**config.mk**
```make
export PLATFORM = sky130hd
export DESIGN_NAME = result_collector
export DESIGN_NICKNAME = d
export VERILOG_FILES = /design/src/rtl/result_collector.sv
export SDC_FILE = /design/constraint.sdc
export NUM_CORES = 1
export LEC_CHECK = 0
export ABC_CLOCK_PERIOD_IN_PS = 2700
export CAP_MARGIN = 25
export CELL_PAD_IN_SITES_DETAIL_PLACEMENT = 1
export CELL_PAD_IN_SITES_GLOBAL_PLACEMENT = 1
export CORE_ASPECT_RATIO = 0.75
export CORE_MARGIN = 3
export CORE_UTILIZATION = 26
export DETAILED_ROUTE_END_ITERATION = 12
export PLACE_DENSITY_LB_ADDON = 0.1
export SYNTH_ARGS = -nofsm -noshare
export SYNTH_HDL_FRONTEND = slang
export SYNTH_SLANG_ARGS = --single-unit
export TNS_END_PERCENT = 1
```
**constraint.sdc**
```tcl
create_clock -name clk_i -period 2.7 [get_ports clk_i]
set_clock_uncertainty 0.15 [all_clocks]
set_input_delay 0.81 -clock clk_i [delete_from_list [all_inputs] [get_ports clk_i]]
set_output_delay 0.81 -clock clk_i [all_outputs]
set_load 0.1 [all_outputs]
```
**src/rtl/result_collector.sv**
```systemverilog
// result_collector
//
// Collects finished results from NumEus execution units and turns them into
// register-file writebacks. A round-robin arbiter picks one valid EU per
// cycle. The winner is captured into a single-entry output slot, and that slot
// drives the register-file write port. When the register file accepts the
// write, a one-cycle completion pulse carries the instruction tag to the
// scoreboard so it can release the destination register.
//
// Ports
//   clk_i, rst_ni        clock, asynchronous active-low reset
//   rc_to_eu_ready_o     per-EU ready (at most one bit high per cycle)
//   eu_to_rc_valid_i     per-EU result valid
//   eu_to_rc_tag_i       per-EU instruction tag
//   eu_to_rc_dst_i       per-EU destination register index
//   eu_to_rc_data_i      per-EU warp result data
//   rc_to_rf_valid_o     register-file write request (slot full)
//   rf_to_rc_ready_i     register file accepts the write
//   rc_to_rf_dst_o       write address
//   rc_to_rf_data_o      write data
//   rc_to_rf_tag_o       tag of the write (selects the warp bank)
//   rc_to_sb_valid_o     completion pulse, coincident with the RF handshake
//   rc_to_sb_tag_o       tag of the completed instruction
module result_collector #(
  parameter int unsigned NumEus      = 2,
  parameter int unsigned RegWidth    = 32,
  parameter int unsigned WarpWidth   = 4,
  parameter type         iid_t       = logic,
  parameter type         reg_idx_t   = logic,
  parameter type         warp_data_t = logic [RegWidth*WarpWidth-1:0]
) (
  input  logic              clk_i,
  input  logic              rst_ni,
  output logic [NumEus-1:0] rc_to_eu_ready_o,
  input  logic [NumEus-1:0] eu_to_rc_valid_i,
  input  iid_t              eu_to_rc_tag_i  [NumEus],
  input  reg_idx_t          eu_to_rc_dst_i  [NumEus],
  input  warp_data_t        eu_to_rc_data_i [NumEus],
  output logic              rc_to_rf_valid_o,
  input  logic              rf_to_rc_ready_i,
  output reg_idx_t          rc_to_rf_dst_o,
  output warp_data_t        rc_to_rf_data_o,
  output iid_t              rc_to_rf_tag_o,
  output logic              rc_to_sb_valid_o,
  output iid_t              rc_to_sb_tag_o
);

  localparam int unsigned PrioW = (NumEus > 1) ? $clog2(NumEus) : 1;
  typedef logic [PrioW-1:0] prio_t;
  localparam prio_t LastIdx = prio_t'(NumEus - 1);

  // Output slot and arbitration pointer
  logic       full_q, full_d;
  prio_t      prio_q, prio_d;
  iid_t       tag_q,  tag_d;
  reg_idx_t   dst_q,  dst_d;
  warp_data_t data_q, data_d;

  logic  accept;
  logic  drain;
  logic  handshake;
  logic  grant_valid;
  prio_t grant_idx;
  prio_t cand;

  // The slot can take a new result when it is empty or is being drained
  // this cycle, which gives back-to-back throughput with a single entry.
  assign drain     = full_q && rf_to_rc_ready_i;
  assign accept    = !full_q || rf_to_rc_ready_i;
  assign handshake = accept && grant_valid;

  // Round-robin search: first valid EU at or after prio_q, wrapping.
  always_comb begin
    grant_valid = 1'b0;
    grant_idx   = '0;
    cand        = '0;
    for (int unsigned k = 0; k < NumEus; k++) begin
      cand = prio_t'((32'(prio_q) + k) % NumEus);
      if (!grant_valid && eu_to_rc_valid_i[cand]) begin
        grant_valid = 1'b1;
        grant_idx   = cand;
      end
    end
  end

  always_comb begin
    rc_to_eu_ready_o = '0;
    if (handshake) begin
      rc_to_eu_ready_o[grant_idx] = 1'b1;
    end
  end

  // Drain is applied before load so a same-cycle refill keeps the slot full.
  always_comb begin
    full_d = full_q;
    prio_d = prio_q;
    tag_d  = tag_q;
    dst_d  = dst_q;
    data_d = data_q;
    if (drain) begin
      full_d = 1'b0;
    end
    if (handshake) begin
      full_d = 1'b1;
      tag_d  = eu_to_rc_tag_i[grant_idx];
      dst_d  = eu_to_rc_dst_i[grant_idx];
      data_d = eu_to_rc_data_i[grant_idx];
      prio_d = (grant_idx == LastIdx) ? '0 : grant_idx + prio_t'(1);
    end
  end

  always_ff @(posedge clk_i or negedge rst_ni) begin
    if (!rst_ni) begin
      full_q <= 1'b0;
      prio_q <= '0;
      tag_q  <= '0;
      dst_q  <= '0;
      data_q <= '0;
    end else begin
      full_q <= full_d;
      prio_q <= prio_d;
      tag_q  <= tag_d;
      dst_q  <= dst_d;
      data_q <= data_d;
    end
  end

  assign rc_to_rf_valid_o = full_q;
  assign rc_to_rf_dst_o   = dst_q;
  assign rc_to_rf_data_o  = data_q;
  assign rc_to_rf_tag_o   = tag_q;
  assign rc_to_sb_valid_o = drain;
  assign rc_to_sb_tag_o   = tag_q;

  // Protocol properties of the collector itself
  a_ready_onehot : assert property (@(posedge clk_i) disable iff (!rst_ni)
    $onehot0(rc_to_eu_ready_o));

  a_stall_hold : assert property (@(posedge clk_i) disable iff (!rst_ni)
    (full_q && !rf_to_rc_ready_i) |=> (full_q && $stable(tag_q) && $stable(dst_q)));

  a_sb_needs_rf : assert property (@(posedge clk_i) disable iff (!rst_ni)
    rc_to_sb_valid_o |-> (rc_to_rf_valid_o && rf_to_rc_ready_i));

endmodule

```
Yosys cells after proc, flatten, opt, wreduce, memory -nomap -nowiden
Index checks and enable logic that the tools add are counted.
{ "op_classes": {"addsub": 2, "multipliers": 0, "div_mod_pow": 0, "order_cmp": 5, "n_eq_ne": 0, "shifts": 0, "n_mux": 23, "bitwise_logic": 1, "reduce_logical": 8} }
{ "op_table": {"columns": ["operator", "count"], "rows": [
  ["2-to-1 mux 128 bit", 3],
  ["2-to-1 mux 1 bit", 18],
  ["< comparator 1 x 2 -> 1 bit (second input constant)", 3],
  ["logical AND 1 bit", 4],
  ["adder 1 bit (second input constant)", 2],
  [">= comparator 2 bit (second input constant)", 1],
  ["logical NOT 1 bit", 2],
  ["2-to-1 mux 2 bit", 1],
  ["NOT 1 -> 2 bit", 1],
  ["nonzero test 2 bit", 1],
  ["demux 1 bit (select 1 bit)", 1],
  [">= comparator 1 bit (second input constant)", 1],
  ["logical OR 1 bit", 1]
]} }
{ "totals": {"ff_bits": 132, "latch_bits": 0, "ram_bits": 0, "rom_bits": 0, "out_inout_bits": 135, "n_memories": 0} }

Longest topological paths before layout
Gate-level depths: netlist (run 1).
{ "depth": {"word_depth": 11, "ltp_mapped": 7, "ltp_nobuf": 3} }

Worst setup path after synthesis (run 1)
OpenSTA, ideal clock, no wires.
{ "synth_timing": {"kind": "reg2out", "startpoint": "reg full_q (netlist: rc_to_rf_valid_o)", "endpoint": "out rc_to_eu_ready_o[1]", "arrival_time_ns": 2.417, "path_slack_ns": -0.677, "path_stages_with_launch": 6, "path_buffers": 3, "cell_sequence": "dfrtp_1 nand2b_4 buf_6 and3_1 clkbuf_1 clkbuf_1"} }
{ "synth_between": {"elab_chain_len": 4} }
{ "synth_rtl": {"columns": ["element", "line", "text"], "rows": [
  ["start: declaration", "53", "logic full_q, full_d;"],
  ["start signal: assignment", "120", "full_q <= full_d;"],
  ["logical NOT 1 bit", "69", "assign accept = !full_q || rf_to_rc_ready_i;"],
  ["logical OR 1 bit", "69", null],
  ["logical AND 1 bit", "70", "assign handshake = accept && grant_valid;"],
  ["2-to-1 mux 2 bit", "88", "if (handshake) begin"],
  ["end: declaration", "34", "output logic [NumEus-1:0] rc_to_eu_ready_o,"]
]} }
Every way passes these cells.

Final worst setup path (run 1)
{ "layout_timing": {"startpoint": "in rf_to_rc_ready_i", "endpoint": "out rc_to_eu_ready_o[1]"} }
{ "layout_between": {"elab_chain_len": 3} }
{ "layout_rtl": {"columns": ["element", "line", "text"], "rows": [
  ["start: declaration", "40", "input logic rf_to_rc_ready_i,"],
  ["logical OR 1 bit", "69", null],
  ["logical AND 1 bit", "70", null],
  ["2-to-1 mux 2 bit", "88", null]
]} }
Every way passes these cells.

==> results.ini, run 1 <==
[logic_synthesis]
ys_types=14
synth.avg_cell_area_um2=12.9
synth_area_um2=5980
synthCells=463
synthTopCellsByArea=dfrtp_1 55%, a221o_1 22%, a21boi_0 16%
synth_top_area_share=0.552
yosys_register_bits=132
ys_warn_count=0
synth_nets=728
synth_top_area_cell=dfrtp_1
yosysSeqAreaShare=0.552

[cells_and_area]
area_delta_synth_final_pct=77.1
final_area_um2=10600
num-nets-final=1102
register_area_um2=3300
fillCellCount=2331
drive_gt1_frac=0.221
multi_input_area_um2=2360

[setup_path]
cpMaxStageDelayCell=dlygate4sd2_1
crit_fanout=3
path_cells=dlygate4sd2_1 > nand2b_4 > and3_4 > buf_12
worstReg2RegEnd=rc_to_rf_data_o[6]
r2r_cells=5
timing.rr.start=rc_to_rf_valid_o
slowest_delay_ns=0.24
end_kind=primary output
start_kind=input pin
critPathRequiredTime_ns=1.74
path_class=in -> out
arrival_ns=1.55
r2r_setup_slack_ns=0.53

[global_route]
grt_max_degree=93
grt_usage=0.204
grt_pass1_vias=6456
antenna_found_initial=1
grt_overflow=0
grt_pass1_wl_um=39500

[floorplanning]
core_area_um2=22300
pin_count=400
die_h_um=137
die_w_um=181
die-area_um2=24900
initial_core_util=0.268
rows=47

[sta]
layout_min_cycle_time_ns=2.51
whs_ns=0.162
worstMarginPinSlew_ns=0.610
finalHoldViolCount=0
rsz0062_at_grt=no
fmax_mhz=399
finalMaxSlewViolations=0
setup_viol=0
final.setup.tns_ns=0
fin_crit_sh=0.928
slew_headroom=0.593

[clock_tree]
cts_hold_buf=0
cts_tree=built
numCtsBuffers=17
clk_path_buf_depth=2
cts-root-buf=clkbuf_16
cts_sinks=132
clock_latency_ns=0.41
clk_pin_slew_ns=0.06
htree_levels=4

[route]
dr.pass1.iters=4
ant_nets=0
route.detailed.drc=0
wl_per_cell_um=23.0
drtIter0Drc=281
drt-vias-per-instance=5.12
vias=5860
wl_um=26400

[min_path]
hold_path.class=in -> async

[run_status]
outcome=completed

[flow_run]
max-cap-violations=0

[power]
p_per_area_nw_per_um2=880
peakVddDrop_uv=404
p_leak_nw=4.51
p_total_mw=9.33

[placement]
placed_area_um2=9930
gp_congestion=0.827
dp_hpwl_um=18900
io_buffers=399

what timing repair did:
item | 4_1_cts | 5_1_grt
setup endpoints to repair | 2 | 0
buffers inserted | 2 | 0
resized for setup | 3 | 0
logic make-up after synthesis:
kind of cell,synth area share
AOI/OAI and AO/OA,0.382
DFF,0.552
and+or+nand+nor,0.00983
buffers and inverters,0.0565
cell usage in the layout, fill, tap and decap left out:
master             n
a21boi_0         130
nand2b_1           2
a221o_1          130
a21o_1             1
and2_1             1
buf_12            11
nand2b_4           1
buf_6              1
and3_4             2
buf_4            141
diode_2            3
clkbuf_16         17
nand2_1            2
dfrtp_1          132
clkdlybuf4s50_1  260
dlygate4sd2_1      3
clkbuf_8           1
bufinv_16          5
clkinvlp_4         4
or2_4              1
clkinv_4           3
area by class of cell:
type | instances | area share
Timing Repair Buffer | 416 | 0.370
Sequential cell | 132 | 0.312
Multi-Input combinational cell | 270 | 0.222
Clock buffer | 18 | 0.0414
Tap cell | 294 | 0.0347
Clock inverter | 12 | 0.0195
Antenna cell | 3 | 0.000708
per-layer routing:
layer  vias to the layer above  GRT usage  routed length (µm)
met2                       234      0.358               13600
met1                      2969      0.235               10300
li1                       2625          -                   -
met5                         -          0                   0
met3                        32     0.0713                1900
met4                         0     0.0689                 601
state kept, by name, indices dropped and copies added, names as in the netlist:
signal	count
rc_to_rf_dst_o	1
rc_to_rf_valid_o	1
rc_to_rf_tag_o	1
rc_to_rf_data_o	128
prio_q	1
metrics by stage:
stage | instances | utilization | worst slack (ns)
after detailed placement | 1110 | 0.445 | -0.314
after global placement | 1110 | 0.445 | -0.254
after floorplan | 463 | - | -0.0810
final | 1145 | 0.474 | 0.193
after global routing | 1144 | 0.474 | 0.168
after CTS | 1142 | 0.474 | 0.194
cell usage after synthesis:
master	count
a21boi_0	130
a21o_1	1
a221o_1	130
and2_1	1
and3_1	2
buf_2	12
buf_4	1
buf_6	12
clkbuf_1	36
dfrtp_1	132
nand2_1	2
nand2b_1	2
nand2b_4	1
or2_1	1
report_power, final:
group          internal (mW)  switching, mW  total, mW
registers               2.31          0.190       2.50
clock network           1.66          0.900       2.56
logic                   1.16           3.12       4.27
total                   5.12           4.21       9.33
worst max-delay path by stage:
stage                             start                   end  slack (ns)  cells after the start
floorplan              rc_to_rf_valid_o      rc_to_sb_valid_o       -0.08                      1
global placement       rf_to_rc_ready_i  rc_to_rf_data_o[121]       -0.25                      6
detailed placement     rf_to_rc_ready_i   rc_to_rf_data_o[13]       -0.31                      6
CTS                    rf_to_rc_ready_i   rc_to_eu_ready_o[1]        0.19                      4
global route        eu_to_rc_valid_i[0]   rc_to_eu_ready_o[0]        0.17                      4
finish                 rf_to_rc_ready_i   rc_to_eu_ready_o[1]        0.19                      4
worst max-delay path, delay by kind of cell:
kind / cells / cell delay (ns)
buffers and inverters: 2 / 0.40
and+or+nand+nor: 2 / 0.33
Power figures use the tool's default switching activity.
==> run 2: changes to the inputs <==
Settings changed: SLEW_MARGIN from default to 40.
==> results of run 2 <==
Same layout as run 1: the final DEF is identical, and so are final timing and power.
